===== config.mk =====
export PLATFORM = sky130hd
export DESIGN_NAME = sync_fifo_wr_arbiter_flat
export DESIGN_NICKNAME = d
export VERILOG_FILES = /design/src/rtl/sync_fifo_pkg.sv /design/src/rtl/sync_fifo_wr_arbiter_if.sv /design/src/rtl/rr_pick.sv /design/src/rtl/sync_fifo_wr_arbiter.sv /design/src/flat_wrapper.sv
export SDC_FILE = /design/constraint.sdc
export NUM_CORES = 1
export LEC_CHECK = 0
export CAP_MARGIN = 20
export CELL_PAD_IN_SITES_DETAIL_PLACEMENT = 1
export CELL_PAD_IN_SITES_GLOBAL_PLACEMENT = 1
export CORE_MARGIN = 4
export CORE_UTILIZATION = 23
export DETAILED_ROUTE_END_ITERATION = 7
export MAX_ROUTING_LAYER = met4
export PLACE_DENSITY = 0.88
export SLEW_MARGIN = 5
export SYNTH_ARGS = -nofsm -noshare
export SYNTH_HDL_FRONTEND = slang
export SYNTH_HIERARCHICAL = 1
export SYNTH_SLANG_ARGS = --single-unit
export TNS_END_PERCENT = 100

===== constraint.sdc =====
create_clock -name clk -period 2.5 [get_ports clk]
set_input_delay 0.5 -clock clk [delete_from_list [all_inputs] [get_ports clk]]
set_output_delay 0.5 -clock clk [all_outputs]
set_load 0.03 [all_outputs]

===== src/rtl/sync_fifo_pkg.sv =====
// rtl/sync_fifo_pkg.sv - shared types and width helpers for the FIFO write-side arbiter
package sync_fifo_pkg;

   // Arbiter FSM: IDLE waits for any request, BUSY owns the FIFO write port
   typedef enum logic {
      IDLE = 1'b0,
      BUSY = 1'b1
   } arb_state_t;

   // Default sizing, mirrored by the top-level parameter defaults
   localparam int NREQ_DEF  = 4;
   localparam int WIDTH_DEF = 16;
   localparam int BURST_DEF = 4;

   // Grant index width for a given producer count
   function automatic int id_width(input int nreq);
      return $clog2(nreq);
   endfunction

   // Beat counter width; one spare bit so Burst itself is representable
   function automatic int cnt_width(input int burst);
      return $clog2(burst) + 1;
   endfunction

endpackage


===== src/rtl/sync_fifo_wr_arbiter_if.sv =====
// rtl/sync_fifo_wr_arbiter_if.sv - producer and FIFO write-port bundle for the arbiter
interface sync_fifo_wr_arbiter_if #(
   parameter int NREQ  = 4,
   parameter int Width = 16
);
   localparam int ID_W = $clog2(NREQ);

   logic [NREQ-1:0]       req_valid;
   logic [NREQ*Width-1:0] req_data;
   logic [NREQ-1:0]       req_ready;
   logic                  fifo_full;
   logic                  fifo_w_enb;
   logic [Width-1:0]      fifo_din;
   logic                  grant_valid;
   logic [ID_W-1:0]       grant_id;

   // Producers and the FIFO flag source drive the inputs
   modport master (
      output req_valid, req_data, fifo_full,
      input  req_ready, fifo_w_enb, fifo_din, grant_valid, grant_id
   );

   // The arbiter itself
   modport slave (
      input  req_valid, req_data, fifo_full,
      output req_ready, fifo_w_enb, fifo_din, grant_valid, grant_id
   );
endinterface


===== src/rtl/rr_pick.sv =====
// rtl/rr_pick.sv - combinational round-robin picker, first request after last index
module rr_pick #(
   parameter int N  = 4,
   parameter int IW = 2
) (
   input  logic [N-1:0]  req,
   input  logic [IW-1:0] last,
   output logic          found,
   output logic [IW-1:0] idx
);

   logic [IW-1:0] cand;

   // Scan offsets from farthest (last itself) down to nearest so the nearest hit wins
   always_comb begin
      found = 1'b0;
      idx   = '0;
      cand  = '0;
      for (int k = N; k >= 1; k--) begin
         cand = IW'((int'(last) + k) % N);
         if (req[cand]) begin
            found = 1'b1;
            idx   = cand;
         end
      end
   end

endmodule


===== src/rtl/sync_fifo_wr_arbiter.sv =====
// rtl/sync_fifo_wr_arbiter.sv - round-robin burst arbiter in front of a sync_fifo write port
module sync_fifo_wr_arbiter
   import sync_fifo_pkg::*;
#(
   parameter int NREQ  = NREQ_DEF,
   parameter int Width = WIDTH_DEF,
   parameter int Burst = BURST_DEF
) (
   input  logic                    clk,
   input  logic                    reset,
   sync_fifo_wr_arbiter_if.slave   bus
);

   localparam int ID_W  = id_width(NREQ);
   localparam int CNT_W = cnt_width(Burst);

   arb_state_t       state;
   logic [ID_W-1:0]  gnt;
   logic [ID_W-1:0]  last_gnt;
   logic [CNT_W-1:0] beat_cnt;

   logic             busy;
   logic             cur_valid;
   logic             xfer;
   logic             rel;
   logic [ID_W-1:0]  pick_last;
   logic             pick_found;
   logic [ID_W-1:0]  pick_idx;

   // While busy the scan starts after the current grant, so a release picks
   // the next owner in the same cycle and no bubble appears between grants
   assign busy      = (state == BUSY);
   assign pick_last = busy ? gnt : last_gnt;
   assign cur_valid = bus.req_valid[gnt];
   assign xfer      = busy && cur_valid && !bus.fifo_full;
   assign rel       = busy && ((xfer && (beat_cnt == CNT_W'(Burst - 1))) || !cur_valid);

   rr_pick #(
      .N  (NREQ),
      .IW (ID_W)
   ) u_pick (
      .req   (bus.req_valid),
      .last  (pick_last),
      .found (pick_found),
      .idx   (pick_idx)
   );

   // Steer the granted producer onto the FIFO write port; everything idles at zero
   always_comb begin
      bus.req_ready   = '0;
      bus.fifo_w_enb  = xfer;
      bus.fifo_din    = '0;
      bus.grant_valid = busy;
      bus.grant_id    = '0;
      if (busy) begin
         bus.req_ready[gnt] = !bus.fifo_full;
         bus.fifo_din       = bus.req_data[int'(gnt)*Width +: Width];
         bus.grant_id       = gnt;
      end
   end

   // Grant FSM: arbitrate from IDLE, count beats and rotate while BUSY
   always_ff @(posedge clk or posedge reset) begin
      if (reset) begin
         state    <= IDLE;
         gnt      <= '0;
         last_gnt <= ID_W'(NREQ - 1);
         beat_cnt <= '0;
      end else begin
         case (state)
            IDLE: begin
               if (pick_found) begin
                  gnt      <= pick_idx;
                  beat_cnt <= '0;
                  state    <= BUSY;
               end
            end
            BUSY: begin
               if (rel) begin
                  last_gnt <= gnt;
                  if (pick_found) begin
                     gnt      <= pick_idx;
                     beat_cnt <= '0;
                  end else begin
                     state <= IDLE;
                  end
               end else if (xfer) begin
                  beat_cnt <= beat_cnt + CNT_W'(1);
               end
            end
            default: state <= IDLE;
         endcase
      end
   end

endmodule


===== src/flat_wrapper.sv =====
// flat-port wrapper written by rule: the top's interface ports become plain ports
module sync_fifo_wr_arbiter_flat import sync_fifo_pkg::*;
#(
   parameter int NREQ  = NREQ_DEF,
   parameter int Width = WIDTH_DEF,
   parameter int Burst = BURST_DEF
)
  (clk, reset, bus_req_valid, bus_req_data, bus_fifo_full, bus_req_ready, bus_fifo_w_enb, bus_fifo_din, bus_grant_valid, bus_grant_id);
  sync_fifo_wr_arbiter_if #(.NREQ(NREQ), .Width(Width)) bus_i ();
  input  logic clk;
  input  logic reset;
  input wire logic [$bits(bus_i.req_valid)-1:0] bus_req_valid;
  input wire logic [$bits(bus_i.req_data)-1:0] bus_req_data;
  input wire logic [$bits(bus_i.fifo_full)-1:0] bus_fifo_full;
  output wire logic [$bits(bus_i.req_ready)-1:0] bus_req_ready;
  output wire logic [$bits(bus_i.fifo_w_enb)-1:0] bus_fifo_w_enb;
  output wire logic [$bits(bus_i.fifo_din)-1:0] bus_fifo_din;
  output wire logic [$bits(bus_i.grant_valid)-1:0] bus_grant_valid;
  output wire logic [$bits(bus_i.grant_id)-1:0] bus_grant_id;
  assign bus_i.req_valid = bus_req_valid;
  assign bus_i.req_data = bus_req_data;
  assign bus_i.fifo_full = bus_fifo_full;
  assign bus_req_ready = bus_i.req_ready;
  assign bus_fifo_w_enb = bus_i.fifo_w_enb;
  assign bus_fifo_din = bus_i.fifo_din;
  assign bus_grant_valid = bus_i.grant_valid;
  assign bus_grant_id = bus_i.grant_id;
  sync_fifo_wr_arbiter #(.NREQ(NREQ), .Width(Width), .Burst(Burst)) u_core (.clk(clk), .reset(reset), .bus(bus_i));
endmodule

-- After elaboration in Yosys (flattened, before gate mapping)
Cells that the tools add are included.
- input port bits: 71
- register bits: 8
- logic and storage cells: 64
- mux-type cells: 34
- bitwise operators: 2
- reduce and logical (&&, ||, !) cells: 9
- shift-type cells: 1
- order comparisons: 6
- $add $sub $neg: 5
- equality and inequality tests: 3
- operators by type and width (kind ; count):
    indexed part select 64 x 7 -> 16 bit ; 1
    two-way mux 16 bit ; 1
    two-way mux 2 bit ; 8
    less-than comparator 2 x 3 -> 1 bit, second input constant ; 5
    two-way mux 1 bit ; 12
    binary-select mux 1 bit (select 2 bit) ; 5
    two-way mux 3 bit ; 3
    case mux 3 bit (2 select lines) ; 1
    logical AND 1 bit ; 5
    adder 2 x 1 -> 2 bit, second input constant ; 2
    adder 2 bit, second input constant ; 2
    AND 4 bit ; 1
    two-way mux 4 bit ; 1
    case mux 2 bit (2 select lines) ; 1
    adder 3 x 1 -> 3 bit, second input constant ; 1
    == test 3 x 2 -> 1 bit, second input constant ; 1
    != test 3 bit, second input constant ; 1
    demux 1 bit (select 2 bit) ; 1
    greater-or-equal comparator 2 x 1 -> 1 bit, second input constant ; 1
    logical NOT 1 bit ; 2
    != test 2 bit, second input constant ; 1
    case mux 1 bit (2 select lines) ; 1
    AND reduction 2 bit ; 1
    logical OR 1 bit ; 1
    inverter 1 bit ; 1

-- Depth between registers and ports, before layout
Gate-level depths: netlist of the first run.
- depth after elaboration: 11
- gate-level depth with buffers: 7

-- By module
Netlist of the first run, hierarchy kept.
- by module, submodules not included (module ; times used ; area an instance (um^2) ; seq. area each (um^2) ; cells an instance):
    sync_fifo_wr_arbiter ; 1 ; 1056.0 ; 202.7 ; 91
    rr_pick ; 1 ; 91.3 ; 0.0 ; 14

-- Worst setup path after synthesis of the first run
OpenSTA, ideal clock, no wires.
- kind: register -> register
- from: reg u_core.state, in the netlist u_core/bus.grant_valid
- to: reg u_core.gnt[0]
- period minus slack after synthesis: 2.057 ns
- stages on the path, launching flop included: 8
- slack: 0.443 ns
- arrival: 1.929 ns
- path buffers: 2
- library setup time: 0.128 ns
- cell sequence: dfrtp_1 -> clkbuf_1 -> clkbuf_1 -> o21ai_0 -> nand2b_1 -> a21oi_2 -> o221ai_2 -> mux2_1
- longest elaborated chain between the ends: 11
- ends and longest elaborated chain (what ; RTL line ; source):
    from (decl) ; sync_fifo_wr_arbiter.sv:17 ; arb_state_t state;
    from (signal assigned) ; sync_fifo_wr_arbiter.sv:65 ; state <= IDLE;
    from (signal assigned) ; sync_fifo_wr_arbiter.sv:75 ; state <= BUSY;
    from (signal assigned) ; sync_fifo_wr_arbiter.sv:85 ; state <= IDLE;
    two-way mux 2 bit (*) ; sync_fifo_wr_arbiter.sv:33 ; assign pick_last = busy ? gnt : last_gnt;
    net u_core.pick_last[1] ; sync_fifo_wr_arbiter.sv:26 ; logic [ID_W-1:0] pick_last;
    adder 2 x 1 -> 2 bit ; rr_pick.sv:20 ; cand = IW'((int'(last) + k) % N);
    binary-select mux 1 bit (select 2 bit) ; rr_pick.sv:21 ; if (req[cand]) begin
    two-way mux 1 bit (implied by the code) ; rr_pick.sv:21 ;
    two-way mux 2 bit (3 in a row) ; rr_pick.sv:21 ;
    two-way mux 2 bit (*) ; rr_pick.sv:21 ;
    net u_core.pick_idx[0] ; sync_fifo_wr_arbiter.sv:28 ; logic [ID_W-1:0] pick_idx;
    two-way mux 2 bit (*) ; sync_fifo_wr_arbiter.sv:72, sync_fifo_wr_arbiter.sv:81 ;
    two-way mux 2 bit ; sync_fifo_wr_arbiter.sv:79 ; if (rel) begin
    case mux 2 bit (2 select lines) (*) ; sync_fifo_wr_arbiter.sv:70 ; case (state)
    to (signal assigned) ; sync_fifo_wr_arbiter.sv:73 ; gnt <= pick_idx;
    to (signal assigned) ; sync_fifo_wr_arbiter.sv:82 ; gnt <= pick_idx;
    to (decl) ; sync_fifo_wr_arbiter.sv:18 ; logic [ID_W-1:0] gnt;
The timed path passes the listed nets; every way through them passes the cells marked *. The select of a mux whose other input is x is not followed.
A chain may end at the register's enable or synchronous reset.

-- Worst setup path in the final report of the first run
- from: in bus_req_data[21]
- to: out bus_fifo_din[5]
- longest elaborated chain between the ends: 2
- ends and longest elaborated chain (what ; RTL line ; source):
    from (decl) ; flat_wrapper.sv:13 ; input wire logic [$bits(bus_i.req_data)-1:0] bus_req_data;
    indexed part select 64 x 7 -> 16 bit ; sync_fifo_wr_arbiter.sv:57 ; bus.fifo_din = bus.req_data[int'(gnt)*Width +: Width];
    two-way mux 16 bit ; sync_fifo_wr_arbiter.sv:55 ; if (busy) begin
    to (decl) ; flat_wrapper.sv:17 ; output wire logic [$bits(bus_i.fifo_din)-1:0] bus_fifo_din;
No other way between the ends.

==> results of run 1 <==
power by group:
part           switching (W)  leakage, nW  internal [W]  total [W]
Sequential         0.0000325       0.0941      0.000192   0.000224
Combinational       0.000910        0.744      0.000850    0.00176
Clock              0.0000484       0.0216      0.000104   0.000153
repair_timing:
item	CTS	global route
setup buffers	0	0
gates resized for setup	14	0
endpoints found under the setup margin	14	0
kinds of logic (layout without fill, tap and decap cells):
kind of cell / after synthesis / after routing
AND/OR/NAND/NOR: 42 / 42
multiplexers: 25 / 25
AO/OA/AOI/OAI: 15 / 15
buffers and inverters: 13 / 108
flip-flops: 8 / 8
adder cells (fa/ha/maj): 2 / 2
registers in the layout, indices dropped and copies added (netlist names):
register / count
u_core/gnt: 2
u_core/last_gnt: 2
u_core/bus.grant_valid: 1
u_core/beat_cnt: 3
metrics by stage:
step / std cells / utilization, % / total power (W)
2_1_floorplan: 105 / - / 0.00147
3_3_place_gp: 264 / 45.2 / 0.00207
6_report: 267 / 45.7 / 0.00214
3_5_place_dp: 264 / 45.2 / 0.00210
5_1_grt: 267 / 45.7 / 0.00227
4_1_cts: 267 / 45.7 / 0.00217
worst paths after layout:
check | to | cells past startpoint | slack, ns | startpoint
worst max-delay path | bus_fifo_din[5] | 4 | 0.10 | bus_req_data[21]
min in group clk | u_core/beat_cnt[2]$_DFFE_PP0P_ | 2 | 0.55 | u_core/beat_cnt[2]$_DFFE_PP0P_
max in group asynchronous | u_core/last_gnt[0]$_DFFE_PP1P_ | 2 | 1.69 | reset
worst min register to register | u_core/beat_cnt[2]$_DFFE_PP0P_ | 2 | 0.55 | u_core/beat_cnt[2]$_DFFE_PP0P_
worst max register to register | u_core/gnt[0]$_DFFE_PP0P_ | 7 | 0.58 | u_core/gnt[1]$_DFFE_PP0P_
worst min-delay path | u_core/beat_cnt[0]$_DFFE_PP0P_ | 2 | 0.52 | reset
Yosys cell counts, drive strengths merged:
cell type / number / area [sq um]
nor3: 3 / 15.0
o21ai: 2 / 10.0
o31ai: 1 / 7.51
nand4b: 1 / 8.76
and2b: 1 / 7.51
nor3b: 1 / 7.51
dfstp: 2 / 52.6
nand3: 1 / 5.00
a21boi: 2 / 22.5
a31oi: 1 / 6.26
nor2: 3 / 11.3
ha: 2 / 25.0
o221ai: 1 / 15.0
clkbuf: 2 / 7.51
nand2: 3 / 11.3
mux2i: 4 / 51.3
a32oi: 2 / 17.5
nand2b: 8 / 50.1
inv: 5 / 18.8
a21oi: 3 / 18.8
a21o: 1 / 7.51
and3: 1 / 6.26
mux2: 5 / 63.8
o211ai: 1 / 7.51
dfrtp: 6 / 150
o22ai: 1 / 20.0
buf: 6 / 37.5
mux4: 16 / 360
nor2b: 2 / 12.5
and2: 18 / 113
critical path, delay by kind of cell:
| kind | cells | cell delay (ns) |
|---|---|---|
| mux | 1 | 0.47 |
| simple gates | 1 | 0.17 |
| buf+inv | 2 | 0.77 |
routing by layer:
layer  share of wire [%]  vias to the layer above  wire (microns)
met1                  37                      599            1670
met4                0.47                        0              21
li1                    -                      588               -
met5                   0                        -               0
met3                 7.4                        2             334
met2                  55                       49            2480
layout make-up:
class | count | area share (%)
multi-input combinational | 84 | 40.3
sequential | 8 | 9.27
timing repair buffer | 100 | 43.8
tap | 67 | 3.84
inverter | 5 | 0.859
clock buffer | 3 | 1.89
==> impl_metrics.sql, run 1 <==
INSERT INTO impl_metrics (metric_group, metric, value, unit) VALUES
('outcome', 'run_status', 'finished, final reports clean', ''),
('floorplanning', 'initial_utilization', '24.0', '%'),
('global_routing', 'first_global_vias', '1367', ''),
('synthesis', 'synthesis.instances', '105', ''),
('finish', 'mostFrequentLayoutCell', 'sky130_fd_sc_hd__clkdlybuf4s50_1', ''),
('placement', 'placed_area', '2160', 'sq um'),
('placement', 'detailedPlace.worstSlack', '-0.146', 'ns'),
('drt', 'detail-route-antenna-nets', '0', ''),
('synthesis', 'synthXorXnorAreaFrac', '0', '%'),
('pwr', 'power.density', '978', 'nW/um^2'),
('synthesis', 'yosysWarnings', '6', ''),
('global_routing', 'global_route.usage.met2', '27.4', '%'),
('timing', 'finalCriticalPeriod', '2.40', 'ns'),
('setup_path', 'slowest_delay', '0.47', 'ns'),
('clock_tree', 'cts_hold_repair.buffers', '0', ''),
('drt', 'first_iter_violations', '24', ''),
('synthesis', 'compound_cell_area_share_of_the_yosys_netlist', '11.6', '%'),
('setup_path', 'worst_setup_path_end_kind', 'primary output', ''),
('finish', 'layout.cells.most_common_list', 'sky130_fd_sc_hd__clkdlybuf4s50_1, sky130_fd_sc_hd__and2_1, sky130_fd_sc_hd__mux4_2, sky130_fd_sc_hd__dlygate4sd2_1, sky130_fd_sc_hd__buf_4', ''),
('floorplanning', 'die_width', '78.6', 'microns'),
('floorplanning', 'die_area', '6180', 'sq um'),
('timing', 'hold_viol_final', '0', ''),
('synthesis', 'synth.area.mux_share', '41.4', '%'),
('global_routing', 'grt_max_degree', '27', ''),
('synthesis', 'combinational_family_with_the_most_area_after_synthesis', 'multiplexers', ''),
('clock_tree', 'clock_tree_from_tritoncts', 'done', ''),
('flow_run', 'maxCapViolations', '0', ''),
('clock_tree', 'cts_sinks', '8', ''),
('drt', 'drt-pass1-iter-count', '4', ''),
('drt', 'post_drt_via_cell_ratio', '4.64', ''),
('finish', 'seq_area', '203', 'sq um'),
('min_path', 'worstHoldPathType', 'in2async', ''),
('timing', 'fin_tns_setup', '0', 'ns'),
('clock_tree', 'clock_path_buffers', '2', ''),
('floorplanning', 'core-area', '4790', 'sq um'),
('setup_path', 'crit_path_top_delay_cell', 'sky130_fd_sc_hd__mux4_2', ''),
('placement', 'gp_congestion', '0.731', ''),
('clock_tree', 'clk_transition_reported_paths', '0.04', 'ns'),
('clock_tree', 'h-tree-depth', '1', ''),
('global_routing', 'grt_resource_usage_total', '14.5', '%'),
('timing', 'hold-worst-slack', '0.518', 'ns'),
('floorplanning', 'floorplan.rows', '25', ''),
('global_routing', 'grt_pass1_wl', '6.89', 'mm'),
('timing', 'timing.fmax', '417', 'MHz'),
('synthesis', 'syn-cell-area', '1150', 'sq um'),
('global_routing', 'gr-max-usage-layer', 'met2', ''),
('synthesis', 'postSynthAreaPerCell', '10.9', 'sq um'),
('timing', 'slew_viol_final', '0', ''),
('pwr', 'power_leakage', '0.860', 'nW'),
('clock_tree', 'clk_latency_worst_skew_pair', '0.23', 'ns'),
('finish', 'final.fill_count', '548', ''),
('setup_path', 'worst_ep_arrival_time', '1.90', 'ns'),
('setup_path', 'cp_startpoint_kind', 'input pin', ''),
('drt', 'postRouteWirelength', '4.51', 'mm'),
('clock_tree', 'cts-buffers-inserted', '3', ''),
('finish', 'design.final.nets', '275', ''),
('timing', 'timing.max_slew.rel_slack', '58.1', '%'),
('drt', 'remaining_drc_errors', '0', ''),
('pwr', 'peakVddDrop', '0.542', 'mV'),
('timing', 'worst_slack', '0.104', 'ns'),
('finish', 'multiInputGateArea', '881', 'sq um'),
('finish', 'diodes', '0', ''),
('placement', 'port_buffers', '94', ''),
('timing', 'setup_viol', '0', ''),
('finish', 'drive_gt1_share', '23.5', '%'),
('finish', 'final_area', '2190', 'sq um'),
('setup_path', 'critPathKind', 'in2out', ''),
('finish', 'synthToLayoutAreaGrowth', '90.5', '%'),
('synthesis', 'count_of_cell_types_in_the_netlist', '37', ''),
('synthesis', 'post_synth_fa_ha_maj_area_fraction', '2.18', '%'),
('synthesis', 'synth-seq-cells', '8', '');
No activity file was read; power rests on OpenSTA's default activity.
==> run 2: changes to the inputs <==
Settings changed: HOLD_SLACK_MARGIN from default to 0.08.
==> results of run 2 <==
Final layout, timing and power as in run 1 (identical DEF).
==> run 3: changes to the inputs <==
Settings changed: ABC_CLOCK_PERIOD_IN_PS from default to 2500.
==> results of run 3 <==
Final layout, timing and power as in run 1 (identical DEF).
